`config.mk`:
```
export PLATFORM = sky130hd
export DESIGN_NAME = bnn_weight_streamer
export DESIGN_NICKNAME = d
export VERILOG_FILES = /design/src/rtl/bnn_pkg.sv /design/src/rtl/bnn_byte_fifo.sv /design/src/rtl/bnn_weight_streamer.sv
export SDC_FILE = /design/constraint.sdc
export NUM_CORES = 1
export LEC_CHECK = 0
export CAP_MARGIN = 5
export CORE_MARGIN = 3
export CORE_UTILIZATION = 35
export CTS_CLUSTER_SIZE = 12
export DETAILED_ROUTE_END_ITERATION = 6
export HOLD_SLACK_MARGIN = 0.08
export SLEW_MARGIN = 25
export SYNTH_ARGS = -nofsm -noshare
export SYNTH_HDL_FRONTEND = slang
export SYNTH_SLANG_ARGS = --single-unit
```
`constraint.sdc`:
```
create_clock -name clk -period 1.7 [get_ports clk]
set_input_delay 0.425 -clock clk [delete_from_list [all_inputs] [get_ports clk]]
set_output_delay 0.425 -clock clk [all_outputs]
set_load 0.03 [all_outputs]
```
`src/rtl/bnn_pkg.sv`:
```
// Shared constants and FSM state type for the BNN nibble-serial weight streamer.
package bnn_pkg;

    localparam int NUM_NEURONS_DEF = 12;
    localparam int NIBBLE_W        = 4;
    localparam int WEIGHT_W        = 8;

    typedef enum logic [2:0] {
        IDLE,
        FETCH,
        LO,
        HI,
        FIN
    } state_t;

endpackage

```
`src/rtl/bnn_byte_fifo.sv`:
```
// Small power-of-two byte FIFO with occupancy count; reset flushes it by clearing pointers.
module bnn_byte_fifo
    import bnn_pkg::*;
#(
    parameter int FIFO_DEPTH = 4,
    localparam int PTR_W = $clog2(FIFO_DEPTH),
    localparam int CNT_W = PTR_W + 1
) (
    input  logic                clk,
    input  logic                reset,
    input  logic                push,
    input  logic [WEIGHT_W-1:0] push_data,
    input  logic                pop,
    output logic [CNT_W-1:0]    count,
    output logic [WEIGHT_W-1:0] head
);

    logic [WEIGHT_W-1:0] mem [FIFO_DEPTH];
    logic [PTR_W-1:0]    wr_ptr;
    logic [PTR_W-1:0]    rd_ptr;
    logic                do_push;
    logic                do_pop;

    assign do_push = push & (count < CNT_W'(FIFO_DEPTH));
    assign do_pop  = pop & (count != '0);
    assign head    = mem[rd_ptr];

    // NOTE: the storage array has no reset; emptiness is defined by the pointers and count alone.
    always_ff @(posedge clk) begin
        if (do_push) mem[wr_ptr] <= push_data;
    end

    always_ff @(posedge clk or posedge reset) begin
        if (reset) begin
            wr_ptr <= '0;
            rd_ptr <= '0;
            count  <= '0;
        end else begin
            if (do_push) wr_ptr <= wr_ptr + 1'b1;
            if (do_pop)  rd_ptr <= rd_ptr + 1'b1;
            case ({do_push, do_pop})
                2'b10:   count <= count + 1'b1;
                2'b01:   count <= count - 1'b1;
                default: count <= count;
            endcase
        end
    end

endmodule

```
`src/rtl/bnn_weight_streamer.sv`:
```
// Streams NUM_NEURONS weight bytes to the BNN core as low/high nibble pairs.
// Optional running XOR checksum on csum when WSTREAM_CHECKSUM_EN is defined.
module bnn_weight_streamer
    import bnn_pkg::*;
#(
    parameter int NUM_NEURONS = NUM_NEURONS_DEF,
    parameter int FIFO_DEPTH  = 4
) (
    input  logic                clk,
    input  logic                reset,
    input  logic                start,
    input  logic [WEIGHT_W-1:0] in_data,
    input  logic                in_valid,
    output logic                in_ready,
    input  logic                hold,
    output logic                load_en,
    output logic [NIBBLE_W-1:0] nibble,
    output logic [4:0]          idx,
    output logic                busy,
    output logic                done,
    output logic                error,
    output logic [WEIGHT_W-1:0] csum
);

    localparam int CNT_W = $clog2(FIFO_DEPTH) + 1;
    localparam int ACC_W = $clog2(NUM_NEURONS + 1);
    localparam logic [4:0] LAST_IDX = 5'(NUM_NEURONS - 1);

    state_t              state;
    logic [ACC_W-1:0]    accepted_count;
    logic [CNT_W-1:0]    fifo_count;
    logic [WEIGHT_W-1:0] head;
    logic                push;
    logic                pop;

    assign push = in_valid & in_ready;
    assign pop  = (state == HI) & ~hold;
    assign busy = (state == FETCH) | (state == LO) | (state == HI);

    assign in_ready = (fifo_count < CNT_W'(FIFO_DEPTH))
                    & (accepted_count < ACC_W'(NUM_NEURONS))
                    & (state != FIN);

    bnn_byte_fifo #(.FIFO_DEPTH(FIFO_DEPTH)) u_fifo (
        .clk       (clk),
        .reset     (reset),
        .push      (push),
        .push_data (in_data),
        .pop       (pop),
        .count     (fifo_count),
        .head      (head)
    );

    // NOTE: every output gets a default before the case so no latch is inferred.
    always_comb begin
        load_en = 1'b0;
        nibble  = '0;
        if (!hold) begin
            case (state)
                LO: begin
                    load_en = 1'b1;
                    nibble  = head[3:0];
                end
                HI: begin
                    load_en = 1'b1;
                    nibble  = head[7:4];
                end
                default: ;
            endcase
        end
    end

    // NOTE: state registers use non-blocking assignments so every update sees pre-edge values.
    always_ff @(posedge clk or posedge reset) begin
        if (reset) begin
            state          <= IDLE;
            idx            <= '0;
            accepted_count <= '0;
            done           <= 1'b0;
            error          <= 1'b0;
        end else begin
            done <= 1'b0;
            if (push) accepted_count <= accepted_count + 1'b1;
            if (start && state != IDLE) error <= 1'b1;
            // hold freezes sequencing; the FIFO keeps accepting bytes meanwhile.
            if (!hold) begin
                case (state)
                    IDLE:  if (start) state <= (fifo_count != '0) ? LO : FETCH;
                    FETCH: if (fifo_count != '0) state <= LO;
                    LO:    state <= HI;
                    HI: begin
                        if (idx == LAST_IDX) begin
                            state <= FIN;
                            done  <= 1'b1;
                        end else begin
                            idx   <= idx + 1'b1;
                            state <= (fifo_count > CNT_W'(1) || push) ? LO : FETCH;
                        end
                    end
                    FIN:     state <= FIN;
                    default: state <= IDLE;
                endcase
            end
        end
    end

`ifdef WSTREAM_CHECKSUM_EN
    always_ff @(posedge clk or posedge reset) begin
        if (reset)    csum <= '0;
        else if (pop) csum <= csum ^ head;
    end
`else
    assign csum = '0;
`endif

endmodule

```
* After elaboration in Yosys (flattened, before gate mapping) *
Memories as Yosys holds them, arrays and structs flattened.
Index checks and enable logic that the tools add are counted.

cells by class
  $add $sub $neg = 6
  multipliers = 0
  div/mod/pow operators = 0
  magnitude comparators = 3
  equal/unequal tests = 10
  shift-type cells = 0
  mux-type cells = 16
  bitwise gates (word level) = 10
  reductions and logical operators = 9

operator list
  cell                                                                              count
  3-bit case mux with 5 select lines                                                1
  3-bit 2-to-1 mux                                                                  3
  4-bit case mux with 2 select lines                                                1
  1-bit 2-to-1 mux                                                                  7
  1-bit bitwise AND                                                                 6
  3-bit by 2-bit == test with 1-bit output (second input constant)                  2
  3-bit case mux with 2 select lines                                                1
  3-bit AND reduction                                                               2
  3-bit nonzero test                                                                2
  5-bit by 1-bit adder with 5-bit output (second input constant)                    1
  5-bit by 4-bit == test with 1-bit output (second input constant)                  1
  2-bit by 1-bit adder with 2-bit output (second input constant)                    2
  4-bit by 1-bit adder with 4-bit output (second input constant)                    1
  4-bit less-than comparator (second input constant)                                1
  2-bit 2-to-1 mux                                                                  2
  4-bit 2-to-1 mux                                                                  1
  3-bit by 1-bit adder with 3-bit output (second input constant)                    1
  3-bit by 1-bit == test with 1-bit output (second input constant)                  1
  3-bit == test (second input constant)                                             1
  3-bit by 1-bit greater-than comparator with 1-bit output (second input constant)  1
  3-bit zero test                                                                   1
  3-bit less-than comparator (second input constant)                                1
  3-bit != test (second input constant)                                             1
  3-bit by 1-bit subtractor with 3-bit output (second input constant)               1
  10 further kinds                                                                  12

storage, ports and cells
  register bits after elaboration = 21
  bits in latches = 0
  bits in writable memories = 32
  ROM bits = 0
  input bits = 13
  output and inout port bits = 22
  word-level logic and storage cells = 63
  memories = 1

memory list
  name        depth  width  read ports  clocked after memory_dff  write ports  RTL line             text
  u_fifo.mem  4      8      1           0                         1            bnn_byte_fifo.sv:18  logic [WEIGHT_W-1:0] mem [FIFO_DEPTH];

* Longest topological paths before layout *
Gate-level depths: netlist of run 1.

  depth in word-level cells = 8
  gate-level depth with buffers = 8
  gate-level depth less buffers = 8

* Cells and area by module *
A second synthesis of run 1 with hierarchy kept.

unflattened totals
  cell total of the unflattened synthesis = 169
  area, all modules = 2441.1 um^2

by module, submodules not included
  module               instances  cells each  area each (um^2)  sequential area each (um^2)
  bnn_byte_fifo        1          80          1564.0            1136.1
  bnn_weight_streamer  1          89          877.1             350.3

* Worst setup path after synthesis of run 1 *
No wires, ideal clock.

  kind = flip-flop to flip-flop
  start = register state[1]
  end = register u_fifo.count[2]
  setup time = 125 ps
  data arrival time = 1685 ps
  required time = 1575 ps
  setup slack = -110 ps
  cell stages (with the launch flop) = 9
  path buffers = 1
  period minus slack after synthesis = 1810 ps
  path through = dfrtp_1 -> or3b_1 -> and4b_4 -> buf_6 -> inv_1 -> ha_1 -> mux2i_1 -> nor2_1 -> xor2_1

between the ends
  longest elaborated chain between the ends = 6
  elaborated cells on any way between the ends = 11
  classes of those cells = eq/ne (4); mux (1); bitwise (5); reduce/logical (1)

RTL lines
  item                                                                              RTL line                   text
  start: declaration                                                                bnn_weight_streamer.sv:29  state_t state;
  start signal: assignment                                                          bnn_weight_streamer.sv:88  IDLE: if (start) state <= (fifo_count != '0) ? LO : FETCH;
  start signal: assignment                                                          bnn_weight_streamer.sv:97  state <= (fifo_count > CNT_W'(1) || push) ? LO : FETCH;
  3-bit != test                                                                     bnn_weight_streamer.sv:42  & (state != FIN);
  1-bit bitwise AND                                                                 bnn_weight_streamer.sv:42
  1-bit bitwise AND                                                                 bnn_weight_streamer.sv:36  assign push = in_valid & in_ready;
  1-bit bitwise AND                                                                 bnn_byte_fifo.sv:24        assign do_push = push & (count < CNT_W'(FIFO_DEPTH));
  2-bit by 1-bit == test with 1-bit output / 2-bit == test (equally long branches)  bnn_byte_fifo.sv:41        case ({do_push, do_pop})
  3-bit case mux with 2 select lines / 2-bit nonzero test (equally long branches)   -
  end signal: assignment                                                            bnn_byte_fifo.sv:42        2'b10: count <= count + 1'b1;
  end signal: assignment                                                            bnn_byte_fifo.sv:43        2'b01: count <= count - 1'b1;
  end signal: assignment                                                            bnn_byte_fifo.sv:44        default: count <= count;
  end: declaration                                                                  bnn_byte_fifo.sv:14        output logic [CNT_W-1:0] count,

Several ways; a longest one is shown, not always the timed one.
A chain may end at the register's enable or synchronous reset.

* Final worst setup path of run 1 *
  start = register u_fifo.rd_ptr[0]
  end = output nibble[1]

between the ends
  longest elaborated chain between the ends = 3

RTL lines
  item                                RTL line                   text
  start: declaration                  bnn_byte_fifo.sv:20        logic [PTR_W-1:0] rd_ptr;
  start signal: assignment            bnn_byte_fifo.sv:40        if (do_pop) rd_ptr <= rd_ptr + 1'b1;
  memory 4 x 8 bit                    -
  4-bit case mux with 2 select lines  bnn_weight_streamer.sv:59  case (state)
  4-bit 2-to-1 mux                    bnn_weight_streamer.sv:58  if (!hold) begin
  end: declaration                    bnn_weight_streamer.sv:17  output logic [NIBBLE_W-1:0] nibble,

Every way passes these cells.

==> results by group, run 1 <==
Status
  • Status: complete, but fails checks
  • Failing checks: setup timing

Yosys
  • Synth warn: 0
  • Post-synthesis adder-cell area fraction: 0.0560
  • Xor/xnor share of the synthesized area: 0.0428
  • Ys flop type: edfxtp_1
  • Fraction of registers with async set/reset: 0.396
  • Syn Area/Cell: about 14 sq um
  • Post-Synthesis Cell Area: 2460 sq um
  • Largest family of logic cells by synthesized area: multiplexers
  • Flops & latches, synth: 53
  • Post-synthesis mux area share: 0.103
  • Synth Area in Compound Gates: 0.0458
  • Post-Synth Simple-Gate Area: 0.0947
  • Post-synthesis sequential area ratio: 0.605
  • Mapped Cells: 172
  • Post-synth EDFFs: 32
  • Yosys cell types: 35

Timing
  • Maximum clock frequency: approximately 0.46 GHz
  • RSZ-0062 raised after global routing: true
  • Hold Vio Cnt, Final: 0
  • Max Clock Skew: 0.00608 ns
  • Max-slew violation count: 0
  • Final setup margin: -0.455 ns
  • Fin crit share: 1.27
  • Min Tclk post-route: about 2.2 ns
  • Endpoints failing setup: 47

Power and ir drop
  • Cell Pwr Density: 1650 nW/um^2
  • VDD IR-drop max: ~0.73 mV
  • LEAKAGE: approximately 1.3 nW

Die
  • Starting density of the core: 0.374
  • Die height: 89.8 um
  • Die Wd: 89.8 um
  • Core area: 6570 sq um
  • Std cell rows: 29
  • Num ports: 35
  • Die area: 8060 sq um

Cells and area
  • Ant diodes: 0
  • Area Growth Syn to Fin: 30.1%
  • Final core utilization: 0.487
  • Fraction of layout cells with a size suffix above 1: 0.344
  • Post-route cell area: 3200 sq um
  • Final nets: 250

Clocking
  • Clock Latency Late Sink: 0.30 ns
  • CTS tree: yes
  • Clock buffer count from CTS: 5
  • Cts hold-fix bufs: 0
  • Root buf cell: clkbuf_8
  • CTS Buffer Depth: 2
  • Reg clk slew, reported paths: 0.10 ns
  • CTS Sinks: 53
  • H-tree depth: 2

Placement
  • Routability cong.: 0.737
  • Placed Area: 3000 sq um
  • PortBufs: 26
  • Post-DP HPWL: 2.99 mm

Drt
  • Drt pass-1 iters: 4
  • Routed WL: around 4.3 mm
  • DRC: 0
  • Antenna-violating nets left: 0
  • Via count: approximately 1400
  • Vias per cell: 4.51
  • Wire per inst: around 13 um
  • Iteration-0 DRC Markers: 82

Critical path
  • CP most frequent cell: buf_6
  • Crit-path leading delay family: multiplexers
  • Data arrival time of the worst path: 1.73 ns
  • CP peak stage delay: slightly above 0.5 ns
  • CP bufs+invs: 2
  • Worst Path Max Fanout: 5
  • CP endpoint kind: primary output
  • CP Class: reg -> out
  • Critical path's slowest cell: mux4_2
  • Reg2reg start: state[0]
  • Worst path cell trace: buf_6 -> mux4_2 -> mux2i_2 -> nor2_2 -> buf_6
  • R2R cell count: 9
  • Worst Path Required: 1.27 ns
  • Reg2reg setup slack: -0.22 ns
  • RR Endpoint: u_fifo.count[2]
  • Startpoint types: register

Worst hold path
  • Worst hold path type: in -> async

GRT
  • Global Route Usage Sum: 0.114
  • Number of global-route vias before repair: 1509
  • Total grt overflow: 0
  • Initial antenna violation count: 0
  • Largest net degree at the start of global routing: 22
  • First-pass GRT wire length: between 7 and 8 mm

Flow run
  • Max-Cap Viols: 0
cell usage after synthesis, drive strengths merged (2+ instances only):
cell     n  area, sq um
mux2     2         22.5
ha      11          138
nor2    12         45.0
inv      7         26.3
buf     14         96.3
o21ai    7         35.0
nand4    3         18.8
xnor2    8         70.1
edfxtp  32          961
and2     5         31.3
o211ai   2         15.0
dfrtp   21          526
nand2    8         30.0
nand2b   3         18.8
mux2i    5         50.1
nor3     2         10.0
mux4     8          180
a31oi    2         12.5
xor2     4         35.0
nor2b    3         18.8
cell usage in the layout, fill, tap and decap left out, types with 7 or more instances in the layout:
cell type / count
edfxtp_1: 32
dfrtp_1: 21
buf_4: 21
buf_6: 14
clkdlybuf4s50_1: 11
ha_1: 10
mux4_2: 8
conb_1: 8
dlygate4sd2_1: 8
nor2_1: 7
final cells by class:
cell class,instances,area [sq um]
tap,93,116
clock buffer,5,68.8
fill,574,3370
timing repair buffer,55,510
inverter,7,26.3
multi-input combinational,104,968
sequential,53,1490
clock inverter,3,21.3
layer usage:
layer  global-route usage  part of all wire
met5                    0                 0
met4               0.0345             0.015
met3               0.0301             0.036
met2                0.181              0.46
met1                0.155              0.49
sequential cells by signal (all words and copies together), names as in the netlist, 2 cells and up:
signal and count:
u_fifo.count 3, idx 5, u_fifo.mem 32, accepted_count 4, u_fifo.rd_ptr 2, state 3, u_fifo.wr_ptr 2
worst max path at each step:
| stage | start | end | slack (ns) | cells after the start |
|---|---|---|---|---|
| after floorplan | state[0] | u_fifo.count[2] | -0.03 | 8 |
| after global placement | hold | u_fifo.count[2] | -0.35 | 7 |
| after detailed placement | hold | u_fifo.count[2] | -0.36 | 7 |
| after CTS | u_fifo.rd_ptr[0] | nibble[0] | -0.47 | 5 |
| after global routing | u_fifo.rd_ptr[0] | nibble[1] | -0.54 | 5 |
| final | u_fifo.rd_ptr[0] | nibble[1] | -0.46 | 5 |
tightest hold or removal path, cell delays in order:
cell,delay (ns)
clkdlybuf4s50_1,0.39
inv_1,0.05
buf_4,0.27
through the flow:
stage / setup slack (ns) / setup TNS (ns) / power, W / hold slack (ns) / cells
after detailed placement: -0.359 / -7.32 / 0.00434 / 0.460 / 307
final: -0.455 / -5.51 / 0.00529 / 0.440 / 320
after floorplan: -0.0333 / -0.0333 / 0.00353 / 0.402 / 179
after global routing: -0.542 / -7.56 / 0.00566 / 0.482 / 320
after CTS: -0.474 / -3.60 / 0.00519 / 0.448 / 317
after global placement: -0.351 / -6.94 / 0.00432 / 0.456 / 307
cell families after synthesis:
family,after synthesis
flip-flops,53
AND/OR/NAND/NOR,42
buffers and inverters,22
AO/OA/AOI/OAI,16
multiplexers,15
XOR/XNOR,12
adder cells (fa/ha/maj),11
other,1
power breakdown:
| part | internal (W) | leakage [nW] | total [W] | switching, W |
|---|---|---|---|---|
| logic | 0.00136 | 0.702 | 0.00264 | 0.00128 |
| clock network | 0.000293 | 0.0445 | 0.000716 | 0.000423 |
| registers | 0.00170 | 0.537 | 0.00193 | 0.000234 |
| total | 0.00335 | 1.28 | 0.00529 | 0.00194 |
repair_timing:
item,4_1_cts,5_1_grt
setup endpoints to repair,49,47
resized for setup,35,17
pin swaps,7,10
endpoints found under the hold margin,0,0
buffers inserted,5,5
gates cloned,0,0
Note: power is estimated with default switching activity, not from simulation.
==> run 2: changes to the inputs <==
--- a/config.mk
+++ b/config.mk
@@ -11,7 +11,9 @@
 export CTS_CLUSTER_SIZE = 12
 export DETAILED_ROUTE_END_ITERATION = 6
 export HOLD_SLACK_MARGIN = 0.08
+export SKIP_CTS_REPAIR_TIMING = 1
 export SLEW_MARGIN = 25
 export SYNTH_ARGS = -nofsm -noshare
 export SYNTH_HDL_FRONTEND = slang
 export SYNTH_SLANG_ARGS = --single-unit
+export TNS_END_PERCENT = 100
==> results by group, run 2 (synthesis gave the netlist of run 1 again) <==
Clocking
  • Reg clk slew, reported paths: 0.10 ns (about the same)
  • CTS Sinks: 53 (unchanged)
  • CTS tree: yes
  • Root buf cell: clkbuf_8
  • CTS Buffer Depth: 2 (unchanged)
  • H-tree depth: 2 (unchanged)
  • Clock buffer count from CTS: 5 (unchanged)
  • Clock Latency Late Sink: 0.30 ns (about the same)

Cells and area
  • Multi-input gate area: 948 sq um (-2.1%)
  • Register area: 1490 sq um (unchanged)
  • Most frequent cells in the layout: edfxtp_1 (32), dfrtp_1 (21), buf_4 (21)
  • Area Growth Syn to Fin: 29.7%
  • Fillers: 582 (+1.4%)
  • Post-route cell area: 3190 sq um (-0.35%)
  • Finished Layout Cells: 319 (-0.31%)
  • Ant diodes: 0 (unchanged)
  • Reg with most FFs: u_fifo.mem
  • Final core utilization: 0.485 (-0.00171)
  • Fraction of layout cells with a size suffix above 1: 0.336 (-0.00733)
  • Leading cell type in the layout, fill and taps excluded: edfxtp_1
  • Regs by FF count: u_fifo.mem x32, idx x5, accepted_count x4
  • Max reg flops: 32 (unchanged)
  • Final nets: 249 (-0.40%)

Die
  • Die Wd: 89.8 um (unchanged)
  • Std cell rows: 29 (unchanged)
  • Core area: 6570 sq um (unchanged)
  • Starting density of the core: 0.374 (unchanged)
  • Die area: 8060 sq um (unchanged)
  • Die height: 89.8 um (unchanged)
  • Num ports: 35 (unchanged)

Critical path
  • Reg2reg start: state[1]
  • Worst Path Max Fanout: 4 (-1)
  • Worst Path Required: 1.27 ns (about the same)
  • RR Endpoint: u_fifo.count[2]
  • Reg2reg setup slack: -0.12 ns (+0.10 ns)
  • CP most frequent cell: buf_4
  • CP peak stage delay: 0.49 ns (-0.02 ns)
  • CP endpoint kind: primary output
  • R2R cell count: 8 (-1)
  • Data arrival time of the worst path: 1.72 ns (about the same)
  • CP Class: reg -> out
  • Startpoint types: register
  • Worst path cell trace: buf_4 -> mux4_2 -> mux2i_1 -> nor2_2 -> buf_4
  • Critical path's slowest cell: mux4_2

Placement
  • PortBufs: 26 (unchanged)
  • Inst Count DP: 307 (unchanged)
  • Routability cong.: 0.737 (unchanged)
  • Placed Area: 3000 sq um (unchanged)
  • Post-DP HPWL: 2.99 mm (unchanged)

Drt
  • Iteration-0 DRC Markers: 80 (-2.4%)
  • Antenna-violating nets left: 0 (unchanged)
  • Drt pass-1 iters: 4 (unchanged)
  • Via count: 1432 (-0.83%)
  • Routed WL: 4.27 mm (+0.31%)
  • DRC: 0 (unchanged)
  • Wire per inst: 13.4 um (+0.62%)
  • Vias per cell: 4.49 (-0.52%)

Timing
  • Max Clock Skew: 0.00816 ns (+0.00208 ns)
  • Min Tclk post-route: 2.14 ns (-0.0139 ns)
  • RSZ-0062 raised after global routing: true
  • Max-slew violation count: 0 (unchanged)
  • Endpoints failing setup: 43 (-8.5%)
  • Fin Hold WS: 0.441 ns (+0.00103 ns)
  • Final setup margin: -0.441 ns (+0.0139 ns)
  • Hold Vio Cnt, Final: 0 (unchanged)
  • Fin crit share: 1.26 (-0.00820)
  • Maximum clock frequency: 0.467 GHz (+0.65%)

Power and ir drop
  • Internal: 0.00335 W (about the same)
  • P_sw: 0.00191 W (-1.4%)
  • Cell Pwr Density: 1650 nW/um^2 (about the same)
  • Sw Ratio: 0.363 (-0.00344)
  • VDD IR-drop max: 0.650 mV (-11%)
  • Part of the power in combinational logic: 0.498 (-0.002)
  • LEAKAGE: 1.33 nW (+3.8%)
  • Share of power burned in registers: 0.366 (about the same)
  • Clock power share: 0.136 (about the same)

GRT
  • Total grt overflow: 0 (unchanged)
  • Largest net degree at the start of global routing: 22 (unchanged)
  • Initial antenna violation count: 0 (unchanged)
  • First-pass GRT wire length: 7.20 mm (-2.9%)
  • Global Route Usage Sum: 0.111 (-0.00325)
  • Number of global-route vias before repair: 1457 (-3.4%)

Status
  • Status: complete, but fails checks
  • Failing checks: setup timing

Worst hold path
  • Worst hold path type: in -> async

Flow run
  • Max-Cap Viols: 0 (unchanged)
==> run 2: final cells by class <==
class | instances | area share
multi-input cells | 104 | 0.298
repair buffers | 54 | 0.163
well taps | 93 | 0.0365
clock buffers | 5 | 0.0216
flip-flops and latches | 53 | 0.466
clock inverters | 3 | 0.00667
inverters | 7 | 0.00824
==> run 2: metrics by stage <==
step / setup WS (ns) / setup TNS, ns / power [W]
after floorplan: -0.0333 / -0.0333 / 0.00353
final: -0.441 / -5.30 / 0.00526
after CTS: -0.624 / -4.65 / 0.00505
after global routing: -0.545 / -7.44 / 0.00564
after detailed placement: -0.359 / -7.32 / 0.00434
after global placement: -0.351 / -6.94 / 0.00432
==> run 2: metal layers <==
layer,vias up,GRT usage,wire [um]
met5,-,0,0
met4,0,0.0345,57
met3,6,0.0309,164
met2,26,0.173,2000
met1,694,0.152,2050
li1,706,-,-
==> run 2: worst max-delay path by stage <==
| stage | slack, ns | to | from |
|---|---|---|---|
| after global routing | -0.54 | nibble[0] | u_fifo.rd_ptr[0] |
| after floorplan | -0.03 | u_fifo.count[2] | state[0] |
| after CTS | -0.62 | in_ready | state[0] |
| final | -0.44 | nibble[0] | u_fifo.rd_ptr[0] |
| after detailed placement | -0.36 | u_fifo.count[2] | hold |
| after global placement | -0.35 | u_fifo.count[2] | hold |
==> run 2: power by group through the flow <==
stage,combinational (W),clock [W],sequential (W)
global placement,0.00237,0,0.00195
detailed placement,0.00238,0,0.00196
finish,0.00262,0.000715,0.00193
floorplan,0.00152,0,0.00201
global route,0.00286,0.000802,0.00198
CTS,0.00239,0.000734,0.00193
==> run 2: critical path, delay by kind of cell (launching register included) <==
family	cells	cell delay (ns)
AND/OR/NAND/NOR	1	0.04
buffers and inverters	2	0.32
flip-flops	1	0.38
multiplexers	2	0.67
==> run 3: changes to the inputs <==
--- a/config.mk
+++ b/config.mk
@@ -12,8 +12,9 @@
 export DETAILED_ROUTE_END_ITERATION = 6
 export HOLD_SLACK_MARGIN = 0.08
 export SKIP_CTS_REPAIR_TIMING = 1
-export SLEW_MARGIN = 25
+export SLEW_MARGIN = 20
 export SYNTH_ARGS = -nofsm -noshare
 export SYNTH_HDL_FRONTEND = slang
+export SYNTH_HIERARCHICAL = 1
 export SYNTH_SLANG_ARGS = --single-unit
 export TNS_END_PERCENT = 100
==> results by group, run 3 <==
Critical path
  • CP Launch Point: state[0]
  • Data arrival time of the worst path: 2.38 ns (+0.66 ns)
  • Worst Path Required: 1.93 ns (+0.66 ns)
  • Startpoint types: register
  • CP peak stage delay: 0.43 ns (-0.06 ns)
  • Reg2reg start: state[0]
  • Worst path cell trace: or3b_4 -> nand3_2 -> inv_2 -> nor2b_4 -> inv_2 -> ha_4 -> inv_2 -> fa_2 -> xor2_1 -> nor2_1 -> xor2_1
  • Reg2reg setup slack: -0.45 ns (-0.33 ns)
  • RR Endpoint: u_fifo/count[2]
  • Worst setup path endpoint: u_fifo/count[2]
  • CP most frequent cell: inv_2
  • Worst Path Max Fanout: 2 (-2)
  • CP Class: reg -> reg
  • R2R cell count: 11 (+3)
  • Critical path's slowest cell: or3b_4
  • CP endpoint kind: register

GRT
  • First-pass GRT wire length: 6.80 mm (-5.6%)
  • Global Route Usage Sum: 0.115 (+0.00402)
  • Initial antenna violation count: 0 (unchanged)
  • Largest net degree at the start of global routing: 20 (-9.1%)
  • Number of global-route vias before repair: 1378 (-5.4%)
  • Total grt overflow: 0 (unchanged)

Cells and area
  • Most frequent cells in the layout: edfxtp_1 (32), buf_4 (23), dfrtp_1 (19)
  • Reg with most FFs: u_fifo/mem
  • Regs by FF count: u_fifo/mem x32, idx x5, accepted_count x4
  • Area Growth Syn to Fin: 29.2%
  • Final nets: 243 (-2.4%)
  • Leading cell type in the layout, fill and taps excluded: edfxtp_1
  • Finished Layout Cells: 316 (-0.94%)
  • Max reg flops: 32 (unchanged)
  • Fraction of layout cells with a size suffix above 1: 0.350 (+0.0135)
  • Ant diodes: 0 (unchanged)

Timing
  • RSZ-0062 raised after global routing: true
  • Hold Vio Cnt, Final: 0 (unchanged)
  • Min Tclk post-route: 2.15 ns (+0.0105 ns)
  • Fin crit share: 1.27 (+0.00620)
  • Final setup margin: -0.452 ns (-0.0105 ns)
  • Endpoints failing setup: 8 (-81%)
  • Maximum clock frequency: 0.465 GHz (-0.49%)
  • Max-slew violation count: 0 (unchanged)
  • Max Clock Skew: 0.00487 ns (-0.00329 ns)

Clocking
  • CTS Sinks: 53 (unchanged)
  • CTS Buffer Depth: 2 (unchanged)
  • Clock Latency Late Sink: 0.30 ns (about the same)
  • Reg clk slew, reported paths: 0.10 ns (about the same)
  • H-tree depth: 2 (unchanged)
  • Root buf cell: clkbuf_8
  • Clock buffer count from CTS: 5 (unchanged)
  • CTS tree: yes

Yosys
  • Post-synthesis sequential area ratio: 0.609 (+0.00403)
  • Fraction of registers with async set/reset: 0.396 (unchanged)
  • Post-Synthesis Cell Area: 2440 sq um (-0.66%)
  • Synth top area cells: edfxtp_1 (39%), dfrtp_1 (22%), mux4_2 (7.4%), ha_1 (3.6%), xnor2_1 (2.9%)
  • Flops & latches, synth: 53 (unchanged)
  • Mapped Cells: 169 (-1.7%)
  • Ys flop type: edfxtp_1
  • Post-synth top area share: 0.394 (+0.00261)
  • Yosys cell types: 43 (+23%)
  • Cell accounting for the most synthesized area: edfxtp_1
  • Synth cell count leaders: edfxtp_1 (32), dfrtp_1 (21), inv_1 (10)
  • Syn Area/Cell: 14.4 sq um (+1.1%)
  • Post-synth EDFFs: 32 (unchanged)
  • Top-count cell post-synth: edfxtp_1
  • Synth warn: 6 (+6)

Drt
  • Wire per inst: 13.7 um (+2.6%)
  • Via count: 1408 (-1.7%)
  • DRC: 0 (unchanged)
  • Vias per cell: 4.46 (-0.74%)
  • Routed WL: 4.34 mm (+1.6%)
  • Iteration-0 DRC Markers: 62 (-23%)
  • Antenna-violating nets left: 0 (unchanged)
  • Drt pass-1 iters: 4 (unchanged)

Placement
  • PortBufs: 26 (unchanged)
  • Inst Count DP: 304 (-0.98%)
  • Post-DP HPWL: 3.10 mm (+3.6%)
  • Routability cong.: 0.740 (+0.41%)

Power and ir drop
  • VDD IR-drop max: 0.398 mV (-39%)
  • LEAKAGE: 1.33 nW (-0.45%)
  • Cell Pwr Density: 1580 nW/um^2 (-4.5%)
  • Final Power: 0.00497 W (-5.5%)

Status
  • Failing checks: setup timing
  • Status: complete, but fails checks

Die
  • Starting density of the core: 0.372 (-0.00248)
  • Die Wd: 89.5 um (-0.31%)
  • Std cell rows: 29 (unchanged)
  • Core area: 6570 sq um (unchanged)
  • Die height: 89.5 um (-0.31%)
  • Die area: 8010 sq um (-0.61%)
  • Num ports: 35 (unchanged)

Flow run
  • Max-Cap Viols: 0 (unchanged)

Worst hold path
  • Worst hold path type: in -> async
[run 3: critical path, delay by kind of cell (launching register included)]
family / cells / cell delay [ns]
xor gates and xnor gates: 2 / 0.31
adders and majority gates: 2 / 0.49
buffers and inverters: 3 / 0.13
DFF: 1 / 0.40
and+or+nand+nor: 4 / 0.75
[run 3: metal layers]
metal	up-vias	routed length (um)	global-route usage
met5	-	0	0
met4	0	76	0.0460
met3	7	134	0.0258
met2	26	2070	0.184
met1	680	2060	0.152
li1	695	-	-
[run 3: worst min path at each step]
stage,from,endpoint,slack [ns],cells after the start
global route,reset,u_fifo/rd_ptr[1],0.41,2
global placement,error,error,0.45,1
finish,reset,u_fifo/rd_ptr[1],0.39,2
CTS,reset,u_fifo/rd_ptr[1],0.39,2
detailed placement,error,error,0.45,1
floorplan,reset,u_fifo/count[0],0.23,1
[run 3: layout make-up]
cell class	instances	area, sq um
Clock buffer	5	68.8
Clock inverter	3	26.3
Fill cell	562	3410
Inverter	11	43.8
Multi-Input combinational cell	98	901
Sequential cell	53	1490
Tap cell	93	116
Timing Repair Buffer	53	509
[run 3: power by group]
group,switching [W],internal (W),total [W]
clock network,0.000441,0.000307,0.000748
registers,0.000209,0.00166,0.00187
logic,0.00115,0.00120,0.00235
[run 3: cells by family (layout without fill, tap and decap cells)]
kind of cell,Yosys count,count (layout),synth area share
compound gates,13,13,0.0364
xor+xnor,12,12,0.0431
fa+ha+maj,8,8,0.0441
buf+inv,25,72,0.0610
flops,53,53,0.609
mux,15,15,0.104
other cells,1,8,0.00154
simple gates,42,42,0.101
[run 3: metrics by stage]
| step | setup WS [ns] | TNS, ns | util | hold slack [ns] | cell area (sq um) |
|---|---|---|---|---|---|
| 3_5_place_dp | -0.678 | -16.81 | 0.448 | 0.452 | 2940 |
| 6_report | -0.452 | -2.76 | 0.480 | 0.395 | 3150 |
| 2_1_floorplan | -0.601 | -4.33 | - | 0.228 | 2500 |
| 5_1_grt | -0.540 | -3.35 | 0.480 | 0.406 | 3150 |
| 4_1_cts | -0.645 | -9.02 | 0.462 | 0.391 | 3030 |
| 3_3_place_gp | -0.655 | -16.87 | 0.448 | 0.451 | 2940 |
